<file path="config.mk">
export PLATFORM = sky130hd
export DESIGN_NAME = nvram_ioctl
export DESIGN_NICKNAME = d
export VERILOG_FILES = /design/src/rtl/nvram_ioctl.sv
export SDC_FILE = /design/constraint.sdc
export NUM_CORES = 1
export LEC_CHECK = 0
export BUFFER_PORTS_ARGS = -buffer_cell sky130_fd_sc_hd__buf_4
export CAP_MARGIN = 10
export CORE_ASPECT_RATIO = 1.25
export CORE_MARGIN = 3
export CORE_UTILIZATION = 38
export CTS_CLUSTER_DIAMETER = 40
export DETAILED_ROUTE_END_ITERATION = 10
export GPL_TIMING_DRIVEN = 0
export MAX_ROUTING_LAYER = met4
export PLACE_DENSITY_LB_ADDON = 0.1
export SLEW_MARGIN = 20
export SYNTH_ARGS = -nofsm -noshare
export SYNTH_HDL_FRONTEND = slang
export SYNTH_SLANG_ARGS = --single-unit
</file>
<file path="constraint.sdc">
create_clock -name clk_sys -period 1.95 [get_ports clk_sys]
set_clock_uncertainty 0.1 [all_clocks]
set_input_delay 0.0975 -clock clk_sys [delete_from_list [all_inputs] [get_ports clk_sys]]
set_output_delay 0.0975 -clock clk_sys [all_outputs]
set_load 0.02 [all_outputs]
</file>
<file path="src/rtl/nvram_ioctl.sv">
// HPS ioctl bridge for the core's save memory: services upload reads and
// download writes through a core-side word memory port and tracks dirtiness.
module nvram_ioctl #(
  parameter int         ADDR_WIDTH  = 10,
  parameter logic [7:0] NVRAM_INDEX = 8'h04
) (
  input  logic                  clk_sys,
  input  logic                  RESET,
  input  logic                  ioctl_download,
  input  logic                  ioctl_upload,
  input  logic [7:0]            ioctl_index,
  input  logic [24:0]           ioctl_addr,
  input  logic                  ioctl_wr,
  input  logic                  ioctl_rd,
  input  logic [15:0]           ioctl_dout,
  output logic [15:0]           ioctl_din,
  output logic                  ioctl_wait,
  output logic                  mem_rd,
  output logic                  mem_wr,
  output logic [ADDR_WIDTH-1:0] mem_addr,
  output logic [15:0]           mem_din,
  input  logic [15:0]           mem_dout,
  input  logic                  mem_wait,
  input  logic                  mem_valid,
  input  logic                  nvram_written,
  output logic                  busy,
  output logic                  dirty
);

  typedef enum logic [1:0] {IDLE, RD_REQ, RD_WAIT, WR_REQ} state_t;

  state_t                state_q, state_d;
  logic [ADDR_WIDTH-1:0] addr_q, addr_d;
  logic [15:0]           wdata_q, wdata_d;
  logic [15:0]           rdata_q, rdata_d;
  logic                  busy_q;
  logic                  dirty_q, dirty_d;
  logic                  done_q, done_d;

  logic sel, inRange, rdStrobe, wrStrobe, rdDone, wrDone, selFall, selRise;
  logic unusedAddrBit;

  assign unusedAddrBit = ioctl_addr[0];

  assign sel      = (ioctl_download | ioctl_upload) & (ioctl_index == NVRAM_INDEX);
  assign inRange  = (ioctl_addr[24:ADDR_WIDTH+1] == '0);
  // Download wins when both session flags are up, so reads need upload alone.
  assign wrStrobe = ioctl_wr & ioctl_download & sel;
  assign rdStrobe = ioctl_rd & ioctl_upload & ~ioctl_download & sel;
  assign rdDone   = (state_q == RD_WAIT) & mem_valid;
  assign wrDone   = (state_q == WR_REQ) & ~mem_wait;
  assign selFall  = busy_q & ~sel;
  assign selRise  = ~busy_q & sel;

  assign ioctl_wait = (state_q != IDLE);
  assign ioctl_din  = rdata_q;
  assign mem_addr   = addr_q;
  assign mem_din    = wdata_q;
  assign busy       = busy_q;
  assign dirty      = dirty_q;

  always_comb begin
    state_d = state_q;
    addr_d  = addr_q;
    wdata_d = wdata_q;
    rdata_d = rdata_q;
    mem_rd  = 1'b0;
    mem_wr  = 1'b0;
    case (state_q)
      IDLE: begin
        if (wrStrobe) begin
          if (inRange) begin
            addr_d  = ioctl_addr[ADDR_WIDTH:1];
            wdata_d = ioctl_dout;
            state_d = WR_REQ;
          end
        end else if (rdStrobe) begin
          if (inRange) begin
            addr_d  = ioctl_addr[ADDR_WIDTH:1];
            state_d = RD_REQ;
          end else begin
            rdata_d = 16'h0000;
          end
        end
      end
      RD_REQ: begin
        mem_rd = 1'b1;
        if (!mem_wait) state_d = RD_WAIT;
      end
      RD_WAIT: begin
        if (mem_valid) begin
          rdata_d = mem_dout;
          state_d = IDLE;
        end
      end
      WR_REQ: begin
        mem_wr = 1'b1;
        if (!mem_wait) state_d = IDLE;
      end
      default: state_d = IDLE;
    endcase
  end

  // A session only earns a dirty clear if it actually moved data; the flag is
  // rearmed when the next session opens.
  always_comb begin
    done_d = done_q;
    if (selRise) done_d = 1'b0;
    if (rdDone || wrDone) done_d = 1'b1;
    dirty_d = dirty_q;
    if (selFall && (done_q || rdDone || wrDone)) dirty_d = 1'b0;
    if (nvram_written) dirty_d = 1'b1;
  end

  always_ff @(posedge clk_sys or posedge RESET) begin
    if (RESET) begin
      state_q <= IDLE;
      addr_q  <= '0;
      wdata_q <= '0;
      rdata_q <= '0;
      busy_q  <= 1'b0;
      dirty_q <= 1'b0;
      done_q  <= 1'b0;
    end else begin
      state_q <= state_d;
      addr_q  <= addr_d;
      wdata_q <= wdata_d;
      rdata_q <= rdata_d;
      busy_q  <= sel;
      dirty_q <= dirty_d;
      done_q  <= done_d;
    end
  end

endmodule

</file>
Yosys cells after proc, flatten, opt, wreduce, memory -nomap -nowiden:

Cells that the tools add are included.

* output and inout port bits: 47
* bits in registers: 47

* reductions and logical operators: 15
* equality and inequality tests: 13
* mux-type cells: 22
* bitwise operators: 15

Operators by type and width (count)
* two-way mux 16 bit: 4
* one-hot mux 16 bit (2 select lines): 1
* two-way mux 10 bit: 3
* logical NOT 14 bit: 1
* two-way mux 2 bit: 7
* inequality test 2 bit, second input constant: 6
* bitwise AND 1 bit: 10
* nonzero test 2 bit: 5
* inequality test 3 bit, second input constant: 3
* equality test 8 x 3 -> 1 bit, second input constant: 1
* one-hot mux 2 bit (4 select lines): 1
* two-way mux 1 bit: 6
* AND reduction 6 bit: 1
* AND reduction 5 bit: 1
* equality test 2 bit, second input constant: 2
* NOT 1 bit: 4
* logical OR 1 bit: 3
* AND reduction 3 bit: 1
* equality test 2 x 1 -> 1 bit, second input constant: 1
* logical NOT 2 bit: 1
* AND reduction 2 bit: 1
* logical AND 1 bit: 1
* OR 1 bit: 1

Depth between registers and ports, before layout:

Gate-level depths: netlist of run 1.

* depth after elaboration: 7
* mapped depth: 6
* gate-level depth less buffers: 4

Least setup slack after synthesis of run 1:

OpenSTA, ideal clock, no wires.

* path type: reg2reg
* start: register state_q[0]
* end: register wdata_q[0] (netlist: mem_din[0])
* data arrival time: 1767 ps
* library setup time: 125 ps
* cell stages (with the launch flop): 5
* period minus slack after synthesis: 1991 ps
* path slack: -41 ps
* required time: 1725 ps
* buffers on the path: 1
* cell sequence: dfrtp_1 > or2_2 > nor4_4 > buf_6 > mux2_2

* cells in the longest elaborated chain, start to end: 2

RTL lines
* start, declared: RTL line 32 `state_t state_q, state_d;`
* start signal, assigned: RTL line 125 `state_q <= state_d;`
* logical NOT 2 bit: RTL line 69 `case (state_q)`
* AND reduction 3 bit (no source line)
* end signal, assigned: RTL line 127 `wdata_q <= wdata_d;`
* end, declared: RTL line 34 `logic [15:0] wdata_q, wdata_d;`

Every way passes these cells.
A chain may end at the register's enable or synchronous reset.

Final worst setup path of run 1:

* start: register state_q[1]
* end: register addr_q[7] (netlist: mem_addr[7])

* cells in the longest elaborated chain, start to end: 2

RTL lines
* logical NOT 2 bit: RTL line 69
* AND reduction 2 bit (no source line)
* end signal, assigned: RTL line 126 `addr_q <= addr_d;`
* end, declared: RTL line 33 `logic [ADDR_WIDTH-1:0] addr_q, addr_d;`

Every way passes these cells.

==> flow_summary.yaml, run 1 <==
critical_path:
  worst-path-buf-inv: 1
  path_class: "reg -> reg"
  reg2reg_setup_slack_ps: 90
  arrival_ps: 1940
  cp_max_fo: 10
  setup.worst_path.end_class: "flop"
  reg2reg_to: "mem_addr[7]"
  cp_slowest_cell: "dfrtp_1"
  cp_slowest_stage_delay_ps: 460
  crit_family: "flip-flops"
  crit_chain: "or2_4, a2111oi_4, buf_6, mux2_2"
  cp-start-kind: "flop"
  worstPathRequired_ps: 2040
  r2r_start: "state_q[1]"
  r2r_cells: 4
cts:
  clock_latency_ps: 300
  clk_pin_slew_ps: 90
  root_buffer: "clkbuf_8"
  cts_tree: "yes"
  htree_num_levels: 2
  cts_sinks: 47
  clk_path_buf_depth: 2
  cts_inserted_buffers: 5
route:
  drt_first_pass_iters: 4
  wl_um: 5750
  wl_per_cell_um: 14.6
  drc: 0
  final_antenna_net_count: 0
  num_vias: 1830
  drt_first_iter_violations: 86
  vias_per_cell: 4.64
logic_synthesis:
  synth_cells: 161
  yosys_warnings: 0
  postSynthAreaPerCell_um2: 12.0
  synthMuxAreaShare_pct: 15.1
  synth-xor-area-share_pct: 0.452
  synth_area_um2: 1940
  synth-seq-cells: 47
  synth_top_family_by_area: "multiplexers"
  ys_types: 28
  synth-seq-area-share_pct: 60.8
  yosys.area_share.simple_pct: 13.2
  synth_compound_area_share_pct: 7.69
  synth_adder_area_share_pct: 0
  synth_fp_nets: 235
hold_path:
  whs_endpoint: "state_q[1]"
  hold_class: "in -> reg"
  worstHoldStart: "mem_valid"
  hold_depth: 3
place:
  post-place-ws_ps: -257
  numPortBuffers: 119
  place_inst: 341
  dp_hpwl_um: 3800
  gp_congestion: 0.759
floorplanning:
  core_um2: 4830
  start_util_pct: 40.0
  die_area_um2: 5990
  rows: 28
  die_h_um: 85.8
  die-width_um: 69.8
  io_pins: 121
sta:
  rsz0062_at_grt: "no"
  hold_viol: 0
  setup_viol: 0
  slew_headroom_pct: 53.4
  clock.fmax_ghz: 0.538
  timing.final.ws_setup_ps: 91.3
  final-max-slew-violation-count: 0
  worst_slew_pin_slew_ps: 696
  fin_crit_sh_pct: 95.3
  min_period_ps: 1860
  fin_setup_tns_ps: 0
global_routing:
  grt_pass1_vias: 1960
  grt_max_degree: 30
  grt.total_usage_pct: 20.0
  antenna_found_initial: 0
  grt_overflow: 0
  grt_pass1_wl_um: 9240
power_and_ir_drop:
  power_w: 0.00208
  p_leak_nw: 1.81
  pwr-share-comb_pct: 15.9
  p_int_w: 0.00159
  switching_power_w: 0.000487
  power_density_nw_per_um2: 593
  ir_worst_vdd_mv: 0.407
  pwr-share-seq_pct: 49.1
  pwr-share-clk_pct: 35.0
  switching_share_pct: 23.4
flow_run:
  drv_cap: 0
status:
  status: "finished, final reports clean"
finish:
  layout_commonest_cell: "buf_4"
  final_cell_mix: "120 x buf_4, 47 x dfrtp_1, 45 x dlygate4sd3_1, 33 x nand2_1, 26 x mux2_2"
  fillCellCount: 362
  fin_util_pct: 72.6
  syn2layout_area_growth_pct: 81.3
  nNetsFinal: 407
  diodes: 0
  final_layout_size_suffix_gt1_share_pct: 49.1
  fin_cells: 394
-- final cells by class --
cell class,count,area (um^2),share of cell area (%)
multi-input combinational,104,721,20.5
buffer,6,40.0,1.14
timing repair buffer,166,1370,39.1
inverter,3,11.3,0.321
tap,60,75.1,2.14
sequential,47,1180,33.5
clock inverter,3,46.3,1.32
clock buffer,5,68.8,1.96
-- per-layer routing --
metal  vias up  wire length, um  track usage (%)
li1        898                -                -
met1       865             2200             21.8
met2        59             3240             37.1
met3         8              234             3.63
met4         0               72             5.23
met5         -                0                -
-- state kept, by name, indices dropped and copies added, names as in the netlist --
register and flops:
ioctl_din 16, mem_addr 10, busy 1, mem_din 16, state_q 2, done_q 1, dirty 1
-- power groups by stage --
stage	clock, W	sequential [W]	combinational (W)
after CTS	0.000752	0.00102	0.000329
after global placement	0	0.00104	0.000247
after floorplan	0	0.00108	0.0000416
after detailed placement	0	0.00104	0.000256
after global routing	0.000781	0.00103	0.000357
final	0.000728	0.00102	0.000331
-- synthesized netlist by cell type --
cell type,instances,area [um^2]
a2111oi_2,1,15.0
a211o_1,1,8.76
a21o_1,2,15.0
a21oi_1,1,5.00
and2_1,1,6.26
and3_1,1,6.26
and3b_2,1,10.0
buf_2,1,5.00
buf_6,2,22.5
clkbuf_1,4,15.0
dfrtp_1,47,1180
inv_1,3,11.3
mux2_2,26,293
nand2_1,33,124
nand2b_1,1,6.26
nand3_1,1,5.00
nand3b_1,1,7.51
nand4_1,1,6.26
nor2_1,3,11.3
nor2b_1,1,6.26
nor3_1,1,5.00
nor4_1,4,25.0
nor4_4,1,21.3
nor4b_1,1,8.76
o211ai_1,2,15.0
o21ai_0,18,90.1
or2_2,1,6.26
xor2_1,1,8.76
-- tightest hold or removal path: stages --
cell and delay (ps):
buf_4 120, nor2b_1 160, a211o_1 140
-- cells by family (layout without fill, tap and decap cells) --
| group | count (synthesis) | in the layout |
|---|---|---|
| xor+xnor | 1 | 1 |
| compound gates | 25 | 25 |
| mux | 26 | 26 |
| flops | 47 | 47 |
| simple gates | 52 | 52 |
| buf+inv | 10 | 183 |
-- worst max-delay path by stage --
stage,from,to,slack [ps],depth (start not counted)
final,state_q[1],mem_addr[7],90,4
after detailed placement,ioctl_addr[22],mem_din[3],-260,6
after global placement,ioctl_addr[22],mem_din[3],-240,6
after floorplan,state_q[0],mem_din[0],-3,4
after CTS,state_q[1],mem_addr[7],10,4
after global routing,state_q[1],mem_addr[7],0.6,4
-- what timing repair did --
item                                    4_1_cts  5_1_grt
endpoints found under the setup margin       16       19
setup buffers                                 1        0
pin swaps                                     1        0
resized for setup                             0        3
endpoints found under the hold margin        62        0
hold buffers                                 45        0
-- through the flow --
stage | cell area [um^2] | hold slack (ps)
5_1_grt | 3510 | 195
3_5_place_dp | 2930 | 32.5
2_1_floorplan | 1940 | 89.8
4_1_cts | 3500 | 138
3_3_place_gp | 2910 | 182
6_report | 3510 | 148
Power figures use the tool's default switching activity.
==> run 2: changes to the inputs <==
ABC_AREA = 1   (was not set)
CORE_UTILIZATION = 40   (was 38)
==> flow_summary.yaml, run 2 <==
logic_synthesis:
  yosys_warnings: 0
  synthFlopType: "dfrtp_1"
  async_flop_share_pct: 100
  synth_fp_nets: 336
  postSynthAreaPerCell_um2: 8.68
  yosysMostFrequentCell: "nand2_1"
  yosysTopAreaCell: "dfrtp_1"
  synth-seq-cells: 47
  netlist_top_cells_area: "dfrtp_1 52%, nand2_1 13%, o21ai_2 12%, inv_1 6.1%, nor2_1 3.6%"
  synthTopCellsByCount: "80 x nand2_1, 47 x dfrtp_1, 37 x inv_1"
  synth-seq-area-share_pct: 51.7
  synth_cells: 262
  ys_types: 23
  synth_top_area_share_pct: 51.7
  synth_edf_count: 0
  synth_area_um2: 2270
route:
  num_vias: 2235
  drt_first_iter_violations: 90
  wl_per_cell_um: 12.2
  final_antenna_net_count: 0
  wl_um: 6100
  drc: 0
  vias_per_cell: 4.46
  drt_first_pass_iters: 4
cts:
  clk_path_buf_depth: 2
  cts_resized: 0
  cts_sinks: 47
  cts_inserted_buffers: 5
  postCtsSetupRepairBufs: 0
  cts_tree: "yes"
  clk_pin_slew_ps: 80
  clock_latency_ps: 290
  htree_num_levels: 2
  root_buffer: "clkbuf_8"
floorplanning:
  die-width_um: 73.5
  rows: 30
  start_util_pct: 41.5
  core_um2: 5480
  die_h_um: 90.3
  io_pins: 121
  die_area_um2: 6630
power_and_ir_drop:
  p_leak_nw: 2.01
  ir_worst_vdd_mv: 0.727
  power_density_nw_per_um2: 894
sta:
  slew_headroom_pct: 69.9
  timing.final.ws_setup_ps: 229
  fin_setup_tns_ps: 0
  setup_viol: 0
  fin_crit_sh_pct: 88.3
  worst_slew_pin_slew_ps: 451
  clock.fmax_ghz: 0.581
  whs_ps: 142
  final-max-slew-violation-count: 0
  hold_viol: 0
  min_period_ps: 1720
  rsz0062_at_grt: "no"
finish:
  layout_commonest_cell: "buf_4"
  fin_util_pct: 70.4
  fin_cells: 501
  final_layout_size_suffix_gt1_share_pct: 40.7
  final_cell_mix: "119 x buf_4, 80 x nand2_1, 47 x dfrtp_1, 47 x dlygate4sd3_1, 36 x inv_1"
  syn2layout_area_growth_pct: 69.7
  diodes: 0
  nNetsFinal: 510
critical_path:
  cp_max_fo: 10
  worstPathRequired_ps: 2020
  cp-start-kind: "input port"
  arrival_ps: 1800
  setup.worst_path.end_class: "flop"
  path_class: "in -> reg"
flow_run:
  drv_cap: 0
place:
  post-place-ws_ps: 333
  gp_congestion: 0.760
  place_inst: 446
  dp_hpwl_um: 4160
  numPortBuffers: 119
global_routing:
  antenna_found_initial: 0
  grt_pass1_wl_um: 10200
  grt.total_usage_pct: 19.5
  grt_pass1_vias: 2318
  grt_max_degree: 29
  grt_overflow: 0
hold_path:
  hold_class: "in -> reg"
status:
  status: "finished, final reports clean"
run 2: path summary, 6_finish.rpt:
path	startpoint	endpoint	slack (ps)	cells past startpoint
min reg2reg	ioctl_din[9]	ioctl_din[9]	390	2
min in group asynchronous	RESET	mem_addr[2]	280	3
max in group asynchronous	RESET	ioctl_din[10]	960	4
min	ioctl_index[0]	done_q	140	5
max reg2reg	state_q[1]	dirty	340	7
max	ioctl_index[3]	mem_din[9]	230	9
run 2: report_power, final:
part	internal [W]	total [W]	switching, W
Sequential	0.00114	0.00127	0.000126
Combinational	0.000632	0.00143	0.000799
Clock	0.000422	0.000749	0.000327
run 2: layer usage:
layer  GRT usage (%)  routed length, um  vias up
met4            3.63                 25        0
li1                -                  -     1147
met1            22.1               2370     1014
met5               -                  0        -
met2            34.6               3280       72
met3            4.57                423        2
run 2: critical path: stages:
cell and delay, ps:
dlygate4sd3_1 550, buf_4 140, nor2_1 160, nand2_1 90
nor2_1 90, nand3_1 110, nor3_4 270, buf_6 200
o21ai_0 80
run 2: cells by family after synthesis:
logic type	Yosys count	share of synthesized area [%]
AO/OA/AOI/OAI	47	15.5
buffers and inverters	48	10.0
flip-flops	47	51.7
AND/OR/NAND/NOR	120	22.8
run 2: what timing repair did:
action	CTS	global route
endpoints found under the setup margin	0	0
endpoints found under the hold margin	64	0
hold buffers	47	0
run 2: layout make-up:
class / instances / area, um^2
well taps: 64 / 80.1
flip-flops and latches: 47 / 1180
multi-input cells: 167 / 871
fillers: 452 / 1620
clock buffers: 6 / 82.6
clock inverters: 2 / 38.8
repair buffers: 167 / 1380
plain buffers: 9 / 81.3
inverters: 39 / 146
run 2: per-stage QoR:
stage          power, W  cell area (um^2)
2_1_floorplan   0.00211              2270
3_3_place_gp    0.00264              3250
3_5_place_dp    0.00266              3270
4_1_cts         0.00349              3860
5_1_grt         0.00366              3860
6_report        0.00345              3860
